`src/rtl/fp_add_align.sv`:
```
// fp_add_align: two-stage operand alignment for the floating-point adder.
//   Stage 1 orders the operands by magnitude and registers the exponent
//   difference; stage 2 right-shifts the smaller significand, folding the
//   shifted-out bits into a sticky bit in bit 0.
// Latency: 2 register stages (capture edge, then output edge); one op/cycle.
// Backpressure: valid/ready; stage 2 loads when empty or out_ready=1,
//   stage 1 loads when empty or draining into stage 2; outputs hold while
//   out_valid=1 and out_ready=0.
// Ports:
//   clk, rst                  clock, synchronous active-high reset
//   in_valid / in_ready       input handshake
//   sub, aSign, bSign         opcode (1 = a-b) and operand signs
//   aExp, bExp                signed unbiased exponents (NEXP+2 bits)
//   aSig, bSig                normalized significands (NSIG+1 bits)
//   aFlags, bFlags            class flags (one-hot by flag index)
//   out_valid / out_ready     output handshake
//   out_sign, out_effSub      result sign of larger operand, effective subtract
//   out_exp, out_lSig, out_sSig, out_swap, out_special, out_aFlags, out_bFlags
module fp_add_align #(
  parameter int NEXP     = 5,
  parameter int NSIG     = 10,
  parameter int NTYPES   = 6,
  parameter int SNAN     = 5,
  parameter int QNAN     = 4,
  parameter int INFINITY = 3,
  parameter int ZERO     = 2
) (
  input  logic                   clk,
  input  logic                   rst,
  input  logic                   in_valid,
  output logic                   in_ready,
  input  logic                   sub,
  input  logic                   aSign,
  input  logic                   bSign,
  input  logic signed [NEXP+1:0] aExp,
  input  logic signed [NEXP+1:0] bExp,
  input  logic [NSIG:0]          aSig,
  input  logic [NSIG:0]          bSig,
  input  logic [NTYPES-1:0]      aFlags,
  input  logic [NTYPES-1:0]      bFlags,
  output logic                   out_valid,
  input  logic                   out_ready,
  output logic                   out_sign,
  output logic                   out_effSub,
  output logic signed [NEXP+1:0] out_exp,
  output logic [NSIG+3:0]        out_lSig,
  output logic [NSIG+3:0]        out_sSig,
  output logic                   out_swap,
  output logic                   out_special,
  output logic [NTYPES-1:0]      out_aFlags,
  output logic [NTYPES-1:0]      out_bFlags
);

  localparam int NX = NSIG + 4;
  localparam int NE = NEXP + 2;

  // ---------------- handshake ----------------
  logic s1_vld_q, s2_vld_q;
  logic s1_load, s2_load;

  assign s2_load  = ~s2_vld_q | out_ready;
  assign s1_load  = ~s1_vld_q | s2_load;
  assign in_ready = s1_load;

  // ---------------- stage 1: compare / swap ----------------
  logic                 s1_sign_d,    s1_sign_q;
  logic                 s1_effsub_d,  s1_effsub_q;
  logic signed [NE-1:0] s1_exp_d,     s1_exp_q;
  logic [NSIG:0]        s1_lsig_d,    s1_lsig_q;
  logic [NSIG:0]        s1_ssig_d,    s1_ssig_q;
  logic [NE-1:0]        s1_diff_d,    s1_diff_q;
  logic                 s1_swap_d,    s1_swap_q;
  logic                 s1_special_d, s1_special_q;
  logic [NTYPES-1:0]    s1_aflags_d,  s1_aflags_q;
  logic [NTYPES-1:0]    s1_bflags_d,  s1_bflags_q;

  logic                 a_zero, b_zero;
  logic signed [NE-1:0] small_exp;

  always_comb begin
    a_zero = aFlags[ZERO];
    b_zero = bFlags[ZERO];

    // A zero operand never wins the magnitude race; otherwise exponent
    // decides, then significand. Ties leave a as the larger operand.
    if (b_zero)            s1_swap_d = 1'b0;
    else if (a_zero)       s1_swap_d = 1'b1;
    else if (bExp > aExp)  s1_swap_d = 1'b1;
    else if (bExp == aExp) s1_swap_d = (bSig > aSig);
    else                   s1_swap_d = 1'b0;

    s1_exp_d  = s1_swap_d ? bExp : aExp;
    small_exp = s1_swap_d ? aExp : bExp;
    s1_lsig_d = s1_swap_d ? bSig : aSig;
    s1_ssig_d = s1_swap_d ? aSig : bSig;

    // Zero operands carry an arbitrary exponent; their significand is 0,
    // so a zero shift keeps the sticky logic from seeing anything.
    if (a_zero | b_zero) s1_diff_d = '0;
    else                 s1_diff_d = NE'(s1_exp_d - small_exp);

    s1_sign_d    = s1_swap_d ? (bSign ^ sub) : aSign;
    s1_effsub_d  = aSign ^ bSign ^ sub;
    s1_special_d = aFlags[SNAN] | aFlags[QNAN] | aFlags[INFINITY] |
                   bFlags[SNAN] | bFlags[QNAN] | bFlags[INFINITY];
    s1_aflags_d  = aFlags;
    s1_bflags_d  = bFlags;
  end

  always_ff @(posedge clk) begin
    if (rst) begin
      s1_vld_q     <= 1'b0;
      s1_sign_q    <= 1'b0;
      s1_effsub_q  <= 1'b0;
      s1_exp_q     <= '0;
      s1_lsig_q    <= '0;
      s1_ssig_q    <= '0;
      s1_diff_q    <= '0;
      s1_swap_q    <= 1'b0;
      s1_special_q <= 1'b0;
      s1_aflags_q  <= '0;
      s1_bflags_q  <= '0;
    end else if (s1_load) begin
      s1_vld_q <= in_valid;
      if (in_valid) begin
        s1_sign_q    <= s1_sign_d;
        s1_effsub_q  <= s1_effsub_d;
        s1_exp_q     <= s1_exp_d;
        s1_lsig_q    <= s1_lsig_d;
        s1_ssig_q    <= s1_ssig_d;
        s1_diff_q    <= s1_diff_d;
        s1_swap_q    <= s1_swap_d;
        s1_special_q <= s1_special_d;
        s1_aflags_q  <= s1_aflags_d;
        s1_bflags_q  <= s1_bflags_d;
      end
    end
  end

  // ---------------- stage 2: align ----------------
  logic                 s2_sign_q, s2_effsub_q, s2_swap_q, s2_special_q;
  logic signed [NE-1:0] s2_exp_d, s2_exp_q;
  logic [NX-1:0]        s2_lsig_d, s2_lsig_q;
  logic [NX-1:0]        s2_ssig_d, s2_ssig_q;
  logic                 s2_swap_d;
  logic [NTYPES-1:0]    s2_aflags_q, s2_bflags_q;

  logic [NX-1:0] ext, shifted, lost_mask, aligned;
  logic          lost;

  always_comb begin
    ext       = {s1_ssig_q, 3'b000};
    shifted   = ext >> s1_diff_q;
    lost_mask = ~({NX{1'b1}} << s1_diff_q);
    lost      = |(ext & lost_mask);
    // Shifting by NX or more leaves only the sticky bit.
    if (s1_diff_q >= NE'(NX)) aligned = {{(NX-1){1'b0}}, |s1_ssig_q};
    else                      aligned = shifted | {{(NX-1){1'b0}}, lost};

    // Specials bypass the add datapath; zero its operands.
    if (s1_special_q) begin
      s2_exp_d  = '0;
      s2_lsig_d = '0;
      s2_ssig_d = '0;
      s2_swap_d = 1'b0;
    end else begin
      s2_exp_d  = s1_exp_q;
      s2_lsig_d = {s1_lsig_q, 3'b000};
      s2_ssig_d = aligned;
      s2_swap_d = s1_swap_q;
    end
  end

  always_ff @(posedge clk) begin
    if (rst) begin
      s2_vld_q     <= 1'b0;
      s2_sign_q    <= 1'b0;
      s2_effsub_q  <= 1'b0;
      s2_exp_q     <= '0;
      s2_lsig_q    <= '0;
      s2_ssig_q    <= '0;
      s2_swap_q    <= 1'b0;
      s2_special_q <= 1'b0;
      s2_aflags_q  <= '0;
      s2_bflags_q  <= '0;
    end else if (s2_load) begin
      s2_vld_q <= s1_vld_q;
      if (s1_vld_q) begin
        s2_sign_q    <= s1_sign_q;
        s2_effsub_q  <= s1_effsub_q;
        s2_exp_q     <= s2_exp_d;
        s2_lsig_q    <= s2_lsig_d;
        s2_ssig_q    <= s2_ssig_d;
        s2_swap_q    <= s2_swap_d;
        s2_special_q <= s1_special_q;
        s2_aflags_q  <= s1_aflags_q;
        s2_bflags_q  <= s1_bflags_q;
      end
    end
  end

  assign out_valid   = s2_vld_q;
  assign out_sign    = s2_sign_q;
  assign out_effSub  = s2_effsub_q;
  assign out_exp     = s2_exp_q;
  assign out_lSig    = s2_lsig_q;
  assign out_sSig    = s2_ssig_q;
  assign out_swap    = s2_swap_q;
  assign out_special = s2_special_q;
  assign out_aFlags  = s2_aflags_q;
  assign out_bFlags  = s2_bflags_q;

endmodule

```
`config.mk`:
```
export PLATFORM = sky130hd
export DESIGN_NAME = fp_add_align
export DESIGN_NICKNAME = d
export VERILOG_FILES = /design/src/rtl/fp_add_align.sv
export SDC_FILE = /design/constraint.sdc
export NUM_CORES = 1
export LEC_CHECK = 0
export CAP_MARGIN = 20
export CORE_UTILIZATION = 47
export CTS_CLUSTER_SIZE = 10
export DETAILED_ROUTE_END_ITERATION = 6
export GPL_ROUTABILITY_DRIVEN = 0
export PLACE_DENSITY = 0.77
export REMOVE_ABC_BUFFERS = 1
export SKIP_LAST_GASP = 1
export SLEW_MARGIN = 20
export SYNTH_ARGS = -nofsm -noshare
export SYNTH_HDL_FRONTEND = slang
export SYNTH_SLANG_ARGS = --single-unit
```
`constraint.sdc`:
```
create_clock -name clk -period 3.1 [get_ports clk]
set_input_delay 0.775 -clock clk [delete_from_list [all_inputs] [get_ports clk]]
set_output_delay 0.775 -clock clk [all_outputs]
set_load 0.02 [all_outputs]
```
* After elaboration in Yosys (flattened, before gate mapping) *
Cells that the tools add are included.

cells by class
  $add $sub $neg = 1
  order comparisons = 3
  eq/ne operators = 1
  shift operators = 2
  multiplexer cells = 15
  bitwise gates (word level) = 16
  reductions and logical operators = 4

operators by type and width
  operator                                                           count
  2-to-1 mux 14 bit                                                  3
  2-to-1 mux 7 bit                                                   4
  2-to-1 mux 11 bit                                                  2
  AND 14 bit                                                         1
  inverter 14 bit                                                    1
  bitwise OR 14 x 1 -> 14 bit                                        1
  OR reduction 14 bit                                                1
  left shift 14 x 7 -> 14 bit, first input constant                  1
  >> shifter 14 x 7 -> 14 bit                                        1
  > comparator 11 bit                                                1
  OR reduction 11 bit                                                1
  bitwise OR 1 bit                                                   8
  equality test 7 bit                                                1
  greater-or-equal comparator 7 x 4 -> 1 bit, second input constant  1
  > comparator 7 bit                                                 1
  subtractor 7 bit                                                   1
  2-to-1 mux 1 bit                                                   6
  AND reduction 2 bit                                                2
  XOR 1 bit                                                          3
  inverter 1 bit                                                     2

storage, ports and cells
  register bits after elaboration = 105
  input bits = 55
  logic and storage cells = 63

* Depth between registers and ports, before layout *
Gate-level depths: netlist (run 1).

  depth in word-level cells = 8
  gate-level depth with buffers = 15
  gate-level depth less buffers = 13

* Worst setup path before layout (run 1) *
No wires, ideal clock.

  path kind = input port to flip-flop
  from = input port aExp[2]
  to = register s1_diff_q[4]
  arrival = 3141 ps
  required time = 2976 ps
  path slack = -166 ps
  stages = 15
  path buffers = 2
  cell sequence = inv_1 -> ha_1 -> buf_2 -> and4_4 -> a221oi_4 -> o21ai_2 -> o21a_1 -> buf_6 -> mux2i_4 -> ha_1 -> inv_1 -> o211ai_2 -> a311oi_1 -> xor2_1 -> o21ai_0

on the way
  cells in the longest elaborated chain, start to end = 8
  elaborated cells on any way between the ends = 10
  those cells by class = 1 x add/sub; 1 x order compare; 1 x eq/ne; 7 x mux

RTL lines
  what                                                        RTL line  text
  start: declaration                                          35        input logic signed [NEXP+1:0] aExp,
  branches (longest 6 deep; another with > comparator 7 bit)  --
  subtractor 7 bit *                                          100       else s1_diff_d = NE'(s1_exp_d - small_exp);
  2-to-1 mux 7 bit *                                          99        if (a_zero | b_zero) s1_diff_d = '0;
  end signal: assignment                                      131       s1_diff_q <= s1_diff_d;
  end: declaration                                            71        logic [NE-1:0] s1_diff_d, s1_diff_q;

Mark *: on every way between the ends.
A chain may end at the register's enable or synchronous reset.

* Worst setup path in the final report (run 1) *
  from = input port aExp[2]
  to = register s1_diff_q[6]

Same word-level chain as after synthesis.

==> results of run 1 <==
[worst register-to-register path, delay by kind of cell (launching register included)]
kind | cells | cell delay (ns)
AO/OA/AOI/OAI | 5 | 1.25
flip-flops | 1 | 0.65
AND/OR/NAND/NOR | 2 | 0.26
[cells in the mapped netlist, types with 6 or more instances]
| library cell | number |
|---|---|
| a211oi_1 | 16 |
| a21oi_1 | 78 |
| a22oi_1 | 14 |
| a311oi_1 | 20 |
| buf_2 | 6 |
| clkbuf_1 | 42 |
| dfxtp_1 | 102 |
| ha_1 | 19 |
| inv_1 | 23 |
| mux2i_1 | 12 |
| nand2_1 | 143 |
| nand3_1 | 10 |
| nand3b_1 | 22 |
| nor2_1 | 74 |
| nor2b_1 | 6 |
| nor3_1 | 7 |
| nor4_1 | 6 |
| o21ai_0 | 10 |
[metal layers]
layer	GRT usage [%]	vias to the layer above	share of wire (%)
met5	0	-	0
met4	13.6	0	3.1
met3	3.65	48	5.8
met2	45.4	229	51
met1	31.9	2628	40
li1	-	2685	-
[where the power goes]
group / internal (W) / total [W] / switching, W / leakage [nW]
sequential: 0.00138 / 0.00144 / 0.0000659 / 0.835
clock: 0.000645 / 0.00119 / 0.000547 / 0.150
combinational: 0.000339 / 0.000733 / 0.000395 / 1.88
total: 0.00236 / 0.00337 / 0.00101 / 2.87
[sequential cells by signal, indices dropped and copies added (netlist names)]
| register | count |
|---|---|
| out_lSig | 11 |
| out_sign | 1 |
| s1_diff_q | 7 |
| out_effSub | 1 |
| s1_bflags_q | 6 |
| out_special | 1 |
| s1_aflags_q | 6 |
| s1_ssig_q | 11 |
| s1_exp_q | 7 |
| s1_lsig_q | 11 |
| out_aFlags | 6 |
| s1_effsub_q | 1 |
| out_exp | 7 |
| out_sSig | 14 |
| out_valid | 1 |
| s1_special_q | 1 |
| s1_vld_q | 1 |
| out_swap | 1 |
| out_bFlags | 6 |
| s1_swap_q | 1 |
| s1_sign_q | 1 |
[through the flow]
step | instance area, um^2 | total power, W | std cells
6_report | 7460 | 0.00337 | 966
5_1_grt | 7460 | 0.00351 | 965
4_1_cts | 7400 | 0.00334 | 961
3_5_place_dp | 6870 | 0.00213 | 941
3_3_place_gp | 6870 | 0.00211 | 941
2_1_floorplan | 5170 | 0.00181 | 635
[timing repair]
| action | 4_1_cts | 5_1_grt |
|---|---|---|
| endpoints found under the setup margin | 35 | 6 |
| gates resized for setup | 74 | 43 |
| cloned | 0 | 0 |
| setup buffers | 4 | 4 |
| endpoints found under the hold margin | 0 | 0 |
| pin swaps | 25 | 16 |
[worst max path at each step]
stage,from,endpoint,slack [ns]
after global placement,aExp[6],s1_diff_q[4],-0.52
after global routing,aExp[3],s1_diff_q[6],-0.06
after floorplan,aSig[6],s1_diff_q[4],-0.77
after CTS,aFlags[2],s1_diff_q[6],0.02
after detailed placement,aExp[6],s1_diff_q[4],-0.69
final,aExp[2],s1_diff_q[6],0.02
[cells in the final DEF (no fill, tap or decap), types with 5 or more instances in the layout]
| cell | count |
|---|---|
| nor2_1 | 74 |
| inv_2 | 15 |
| clkdlybuf4s15_1 | 6 |
| o21ai_0 | 10 |
| clkdlybuf4s50_1 | 66 |
| nand3_1 | 9 |
| inv_1 | 8 |
| nor2b_1 | 5 |
| buf_4 | 68 |
| mux2i_1 | 10 |
| clkbuf_2 | 12 |
| nor3_1 | 7 |
| a211oi_1 | 15 |
| dfxtp_1 | 102 |
| nor4_1 | 6 |
| dlygate4sd2_1 | 18 |
| nand3b_1 | 22 |
| clkbuf_16 | 9 |
| nand2_1 | 143 |
| a21oi_1 | 74 |
| ha_4 | 15 |
| a22oi_1 | 14 |
| a311oi_1 | 20 |
[final cells by class]
cell class / instances / area [um^2]
fillers: 915 / 3570
diodes: 1 / 2.50
well taps: 140 / 175
flip-flops and latches: 102 / 2040
clock inverters: 7 / 86.3
inverters: 23 / 86.3
multi-input cells: 510 / 3340
clock buffers: 9 / 225
repair buffers: 174 / 1500
[kinds of logic after synthesis]
| kind of cell | after synthesis |
|---|---|
| xor gates and xnor gates | 4 |
| and+or+nand+nor | 293 |
| other | 1 |
| DFF | 102 |
| AOI/OAI and AO/OA | 171 |
| muxes | 20 |
| adders and majority gates | 19 |
| buffers and inverters | 78 |
==> flow_metrics.tcl, run 1 <==
set metrics [dict create \
    syn_inst 688 \
    r2r_cells 7 \
    fmax_ghz 0.325 \
    crit_chain "clkdlybuf4s15_1 > inv_2 > ha_4 > and4_4 > buf_4 > nand3_2 > buf_4 > buf_4 > o21ai_4 > buf_4 > mux2i_2 > a221oi_4 > buf_4 > a221oi_2 > nand2_1" \
    hold_class "register to register" \
    yosysSeqAreaShare_pct 37.8 \
    clk_pin_slew_worst_paths_ns 0.08 \
    die_w_um 109 \
    cts_buffer_depth 2 \
    initial_utilization_pct 48.9 \
    die_area_um2 11900 \
    ys.flop_type "dfxtp_1" \
    overflow 0 \
    crit_buf_inv 7 \
    viasPerCell 5.79 \
    cts_buffers 9 \
    crit_arrival_ns 3.33 \
    r2r_slack_ns 0.79 \
    mappedNetlistArea_um2 5400 \
    clkSinkCount 102 \
    drt-pass1-iter-count 4 \
    synth_compound_area_share_pct 21.5 \
    synthDistinctLibCells 65 \
    syn_avg_cell_area_um2 7.84 \
    worstMarginPinSlew_ns 0.971 \
    pwr_density_cell_nw_per_um2 451 \
    antenna_found_initial 0 \
    leakagePower_nw 2.87 \
    dp_hpwl_um 10400 \
    yosys.area_share.simple_pct 24.7 \
    cts_tree "done" \
    required_ns 3.35 \
    holdWs_ns 0.451 \
    start_kind "input port" \
    fin_crit_sh_pct 99.3 \
    synth_seq_cells 102 \
    antenna_left 0 \
    cp_max_fo 5 \
    yosysWarnings 0 \
    finalSetupViolCount 0 \
    max_stage_delay_ns 0.29 \
    hold_start "s1_bflags_q[3]" \
    grt_pass1_vias 5236 \
    rsz0062_at_grt "true" \
    fin_ws_ns 0.0205 \
    status "finished clean" \
    hold_path_end "out_bFlags[3]" \
    cts_hold_buf 0 \
    area_growth_pct 38.2 \
    layout-drive-gt1-share_pct 20.4 \
    dieHeight_um 109 \
    htreeDepth 3 \
    routed_wl_um 16000 \
    synth_edf_count 0 \
    numPortBuffers 104 \
    critPathSlowestCell "ha_4" \
    period_needed_ns 3.08 \
    reg2reg_to "out_sSig[0]" \
    root_buffer "clkbuf_16" \
    drt_iter0_drc 364 \
    gr-usage-all-layers_pct 26.4 \
    synthMuxAreaShare_pct 4.98 \
    synth-adder-area-share_pct 4.41 \
    drv_cap 0 \
    yosys.area_share.xor_xnor_pct 0.649 \
    grt_pass1_wl_um 24500 \
    final_max_slew_viol_count 0 \
    path_class "input port to register" \
    yosys.area.top_type "dfxtp_1" \
    synthArstFlopShare_pct 0 \
    clk_latency_ns 0.36 \
    fin_tns_setup_ns 0 \
    yosysTopAreaCellShare_pct 37.8 \
    skew_ns 0.00877 \
    r2r_start "s1_diff_q[0]" \
    slew_headroom_pct 35.1 \
    hold_viol 0 \
    core_um2 11000 \
    dpl_worst_slack_ns -0.694 \
    num_vias 5590 \
    wl_per_cell_um 16.6 \
    critPathCaptureType "register" \
    synthTopCellsByArea "dfxtp_1 38%, nand2_1 9.9%, a21oi_1 7.2%, nor2_1 5.1%, ha_1 4.4%" \
    rows 38 \
    critical_path.top_delay_family "buffers and inverters" \
    nNetsFinal 894 \
    drc 0 \
    cp_common_cell "buf_4" \
    fin_util_pct 67.6 \
    crit_cells 15 \
    hold_depth 2 \
    irDropWorstVdd_mv 0.264 \
    io_pins 108 \
    grt_max_degree 76 \
    synth_top_family_by_area "simple AND/OR/NAND/NOR gates" \
]
(Power assumes the default switching activity.)
==> inputs of run 2 (changes only) <==
CTS_CLUSTER_DIAMETER = 60   (was unset)
SKIP_LAST_GASP = unset   (was 1)
==> run 2 against run 1 <==
Effect of this change: critical path depth unchanged; sequential power about the same; die area unchanged; cell count unchanged; largest cell class unchanged; largest power group unchanged; highest routed layer unchanged.
==> flow_metrics.tcl, run 2 (same netlist as run 1, synthesis figures left out) <==
set metrics [dict create \
    cts_tree "done" \
    die_w_um 109 \
    viasPerCell 5.83 \
    grt_max_degree 76 \
    layout-drive-gt1-share_pct 20.5 \
    slew_headroom_pct 36.3 \
    crit_chain "clkdlybuf4s15_1 > inv_2 > ha_4 > and4_4 > buf_4 > nand3_2 > buf_4 > buf_4 > o21ai_4 > buf_4 > mux2i_2 > a221oi_4 > buf_4 > a221oi_2 > nand2_1" \
    antenna_found_initial 0 \
    antenna_left 0 \
    drt_iter0_drc 415 \
    largest_reg_flops 14 \
    clk_pin_slew_worst_paths_ns 0.08 \
    r2r_cells 7 \
    mostFrequentLayoutCell "nand2_1" \
    layout_common_cells "143 x nand2_1, 102 x dfxtp_1, 74 x nor2_1, 74 x a21oi_1, 68 x buf_4" \
    pwr_density_cell_nw_per_um2 452 \
    r2r_slack_ns 0.79 \
    clockPowerShare_pct 35.4 \
    fin_crit_sh_pct 99.3 \
    crit_arrival_ns 3.33 \
    numPortBuffers 104 \
    reg2reg_to "out_sSig[0]" \
    critical_path.top_delay_family "buffers and inverters" \
    drc 0 \
    hold_class "register to register" \
    cp_common_cell "buf_4" \
    power_frac_comb_pct 21.9 \
    clk_latency_ns 0.36 \
    status "finished clean" \
    leakagePower_nw 2.87 \
    drv_cap 0 \
    grt_pass1_wl_um 24500 \
    crit_cells 15 \
    overflow 0 \
    finalSetupViolCount 0 \
    core_um2 11000 \
    grt_pass1_vias 5236 \
    fin_tns_setup_ns 0 \
    rsz0062_at_grt "true" \
    drt-pass1-iter-count 5 \
    period_needed_ns 3.08 \
    crit_buf_inv 7 \
    crit_path_end "s1_diff_q[6]" \
    wl_per_cell_um 16.6 \
    critPathCaptureType "register" \
    dp_hpwl_um 10400 \
    cp_max_fo 5 \
    rows 38 \
    worstMarginPinSlew_ns 0.954 \
    io_pins 108 \
    final_max_slew_viol_count 0 \
    max_stage_delay_ns 0.29 \
    die_area_um2 11900 \
    num_vias 5635 \
    fmax_ghz 0.325 \
    routed_wl_um 16100 \
    gr-usage-all-layers_pct 26.4 \
    start_kind "input port" \
    power_frac_seq_pct 42.7 \
    intPower_w 0.00236 \
    dieHeight_um 109 \
    hold_viol 0 \
    fin_util_pct 67.7 \
    critPathSlowestCell "ha_4" \
    swShare_pct 30.1 \
    initial_utilization_pct 48.9 \
    htreeDepth 3 \
    root_buffer "clkbuf_16" \
    nNetsFinal 894 \
    area_growth_pct 38.4 \
    cts_buffer_depth 2 \
    r2r_start "s1_diff_q[0]" \
    p_switching_w 0.00102 \
    irDropWorstVdd_mv 0.265 \
    required_ns 3.35 \
    path_class "input port to register" \
    startpoint "aExp[2]" \
    clkSinkCount 102 \
    cts_buffers 9 \
    skew_ns 0.00838 \
]
## run 2: changes by cell type in the layout (fill, tap and decap cells not counted)
| cell | before | now |
|---|---|---|
| a21oi_2 | 3 | 2 |
| a21oi_4 | 1 | 2 |
| clkdlybuf4s15_1 | 6 | 7 |
| dlygate4sd2_1 | 18 | 17 |
| inv_1 | 8 | 7 |
| inv_2 | 15 | 16 |
## run 2: worst min path at each step
stage | cells after the start | from | slack, ns | to
3_3_place_gp | 2 | out_lSig[8] | 0.44 | out_lSig[8]
3_5_place_dp | 2 | out_exp[4] | 0.44 | out_exp[4]
6_report | 2 | s1_bflags_q[3] | 0.45 | out_bFlags[3]
4_1_cts | 2 | out_lSig[6] | 0.45 | out_lSig[6]
5_1_grt | 2 | out_sSig[0] | 0.46 | out_sSig[0]
2_1_floorplan | 2 | s1_aflags_q[0] | 0.43 | out_aFlags[0]
## run 2: power by group through the flow
stage	Sequential, W	Clock [W]	Combinational [W]
2_1_floorplan	0.00147	0	0.000341
3_3_place_gp	0.00146	0	0.000643
3_5_place_dp	0.00147	0	0.000663
4_1_cts	0.00144	0.00121	0.000695
5_1_grt	0.00145	0.00126	0.000796
6_report	0.00144	0.00120	0.000737
## run 2: worst min-delay path: stages (launching register included)
cell	delay [ns]
dfxtp_1	0.31
nand2_1	0.05
a21oi_1	0.05
## run 2: cell type report
cell class	instances	area, um^2
inverters	23	86.3
fillers	917	3560
repair buffers	174	1510
flip-flops and latches	102	2040
well taps	140	175
clock buffers	9	225
clock inverters	7	86.3
multi-input cells	510	3340
diodes	1	2.50
## run 2: per-stage QoR
stage | instance area (um^2) | instances | power [W] | setup WS (ns) | hold WS, ns
after detailed placement | 6870 | 941 | 0.00213 | -0.694 | 0.444
after global placement | 6870 | 941 | 0.00211 | -0.524 | 0.437
after global routing | 7460 | 965 | 0.00351 | -0.0550 | 0.462
after CTS | 7400 | 961 | 0.00334 | 0.0157 | 0.453
final | 7470 | 966 | 0.00337 | 0.0204 | 0.452
after floorplan | 5170 | 635 | 0.00181 | -0.767 | 0.426
## run 2: per-layer routing
metal | wire length (um) | global-route usage (%) | up-vias
met3 | 971 | 3.65 | 43
li1 | - | - | 2686
met5 | 0 | 0 | -
met2 | 8110 | 45.4 | 248
met1 | 6520 | 31.9 | 2658
met4 | 470 | 13.6 | 0
## run 2: repair_timing
item,4_1_cts,5_1_grt
pin swaps,25,16
hold endpoints to repair,0,0
endpoints found under the setup margin,35,6
hold buffers,0,0
gates cloned,0,0
gates resized for setup,74,46
buffers inserted,4,4
==> inputs of run 3 (changes only) <==
PLACE_DENSITY = unset   (was 0.77)
PLACE_DENSITY_LB_ADDON = 0.25   (was unset)
==> run 3 against run 2 <==
Effect of this change: combinational power is 2% higher; cell count is 1.2% higher; highest routed layer unchanged; non-clock buffer count is 11 higher; flip-flop and latch count stayed put; global-route usage is 0.93 points higher; maximum frequency is 0.43% higher; count of clock-buffer cells in the layout stayed put; hold slack hardly changed; clock power hardly changed; first-iteration DRC count is 40% lower; total power is 0.21% lower.
==> flow_metrics.tcl, run 3 (same netlist as run 1, synthesis figures left out) <==
set metrics [dict create \
    num_vias 5605 \
    crit_buf_inv 3 \
    io_pins 108 \
    reg2reg_to "out_sSig[0]" \
    clk_latency_ns 0.35 \
    drt-pass1-iter-count 6 \
    drc 0 \
    clkSinkCount 102 \
    max_stage_delay_ns 0.32 \
    worstMarginPinSlew_ns 0.816 \
    postLayoutCellArea_um2 7580 \
    final_max_slew_viol_count 0 \
    irDropWorstVdd_mv 0.266 \
    wl_per_cell_um 16.5 \
    gr-usage-all-layers_pct 27.3 \
    die_area_um2 11900 \
    rows 38 \
    critPathSlowestCell "a221oi_4" \
    r2r_slack_ns 0.77 \
    layout-drive-gt1-share_pct 20.2 \
    fin_crit_sh_pct 98.9 \
    antenna_left 0 \
    skew_ns 0.00739 \
    cp_max_fo 4 \
    dieHeight_um 109 \
    die_w_um 109 \
    crit_chain "dlygate4sd2_1 > inv_2 > ha_4 > and4b_4 > a221oi_4 > o21ai_2 > o21a_4 > mux2i_4 > ha_2 > inv_2 > o211ai_4 > a221oi_4 > mux2i_1 > nand2_1" \
    crit_arrival_ns 3.31 \
    viasPerCell 5.73 \
    startpoint "aExp[1]" \
    start_kind "input port" \
    holdWs_ns 0.451 \
    clk_pin_slew_worst_paths_ns 0.07 \
    hold_class "register to register" \
    largest_reg_flops 14 \
    place_area_um2 6860 \
    power_frac_seq_pct 42.6 \
    status "finished clean" \
    pwr_density_cell_nw_per_um2 444 \
    grt_pass1_wl_um 25200 \
    swShare_pct 30.0 \
    layout_common_cells "143 x nand2_1, 102 x dfxtp_1, 80 x buf_4" \
    grt_max_degree 65 \
    crit_cells 14 \
    finalSetupViolCount 0 \
    drv_cap 0 \
    root_buffer "clkbuf_16" \
    fill_cells 877 \
    r2r_cells 7 \
    mostFrequentLayoutCell "nand2_1" \
    cts_tree "done" \
    slew_headroom_pct 45.5 \
    fin_tns_setup_ns 0 \
    hold_viol 0 \
    r2r_start "s1_diff_q[0]" \
    area_growth_pct 40.5 \
    p_switching_w 0.00101 \
    leakagePower_nw 2.93 \
    routed_wl_um 16100 \
    cts_buffer_depth 2 \
    grt_pass1_vias 5389 \
    critical_path.top_delay_family "compound AO/OA/AOI/OAI gates" \
    antenna_found_initial 1 \
    power_frac_comb_pct 22.3 \
    drt_iter0_drc 251 \
    numPortBuffers 104 \
    path_class "input port to register" \
    core_um2 11000 \
    required_ns 3.34 \
    nNetsFinal 905 \
    initial_utilization_pct 48.9 \
    period_needed_ns 3.07 \
    total_power_w 0.00337 \
    overflow 0 \
    critPathCaptureType "register" \
    intPower_w 0.00236 \
    crit_path_end "s1_diff_q[6]" \
    fmax_ghz 0.326 \
    htreeDepth 3 \
    clockPowerShare_pct 35.2 \
    dp_hpwl_um 10300 \
    cts_buffers 9 \
]
==> run 3: changes by cell type in the layout (fill, tap and decap cells not counted), sizes merged <==
cell / before / now
diode: 1 / 2
inv: 27 / 26
clkdlybuf4s15: 7 / 1
clkbuf: 21 / 10
clkinv: 1 / 2
buf: 71 / 82
dlygate4sd2: 17 / 34
==> run 3: cell type report <==
cell class / instances / area, um^2 / share of cell area, %
inverter: 23 / 86.3 / 1.14
multi-input combinational: 510 / 3350 / 44.2
tap: 140 / 175 / 2.31
clock inverter: 7 / 80.1 / 1.06
timing repair buffer: 185 / 1620 / 21.3
clock buffer: 9 / 225 / 2.97
sequential: 102 / 2040 / 26.9
antenna: 2 / 5.00 / 0.0660
==> run 3: what timing repair did <==
action,4_1_cts,5_1_grt
endpoints found under the setup margin,28,27
pin swaps,23,8
hold buffers,0,0
gates cloned,0,0
setup buffers,18,2
gates resized for setup,73,18
==> run 3: worst min-delay path, delay by kind of cell (launching register included) <==
kind	cells	cell delay, ns
simple gates	1	0.05
compound gates	1	0.05
flops	1	0.31
==> run 3: worst min-delay path by stage <==
stage,to,cells past startpoint,from
final,out_exp[4],2,out_exp[4]
after global routing,out_lSig[3],2,out_lSig[3]
after CTS,out_exp[4],2,out_exp[4]
after detailed placement,out_exp[4],2,out_exp[4]
after global placement,out_lSig[8],2,out_lSig[8]
after floorplan,out_aFlags[0],2,s1_aflags_q[0]
==> run 3: power groups by stage <==
stage	registers, W	logic (W)	clock network, W
finish	0.00143	0.000750	0.00118
global route	0.00144	0.000814	0.00125
CTS	0.00143	0.000704	0.00119
detailed placement	0.00146	0.000667	0
global placement	0.00146	0.000649	0
floorplan	0.00147	0.000341	0
==> run 3: metal layers <==
metal	global-route usage [%]	routed length (um)	up-vias
met2	47.1	8150	198
met4	13.1	479	0
met3	5.98	908	39
met1	31.9	6610	2651
met5	0	0	-
li1	-	-	2717
==> run 3: metrics by stage <==
| stage | utilization, % | setup WS [ns] | instances |
|---|---|---|---|
| 2_1_floorplan | - | -0.767 | 635 |
| 3_5_place_dp | 62.2 | -0.670 | 940 |
| 5_1_grt | 68.7 | -0.0440 | 976 |
| 6_report | 68.7 | 0.0335 | 978 |
| 3_3_place_gp | 62.2 | -0.533 | 940 |
| 4_1_cts | 67.8 | 0.000443 | 974 |
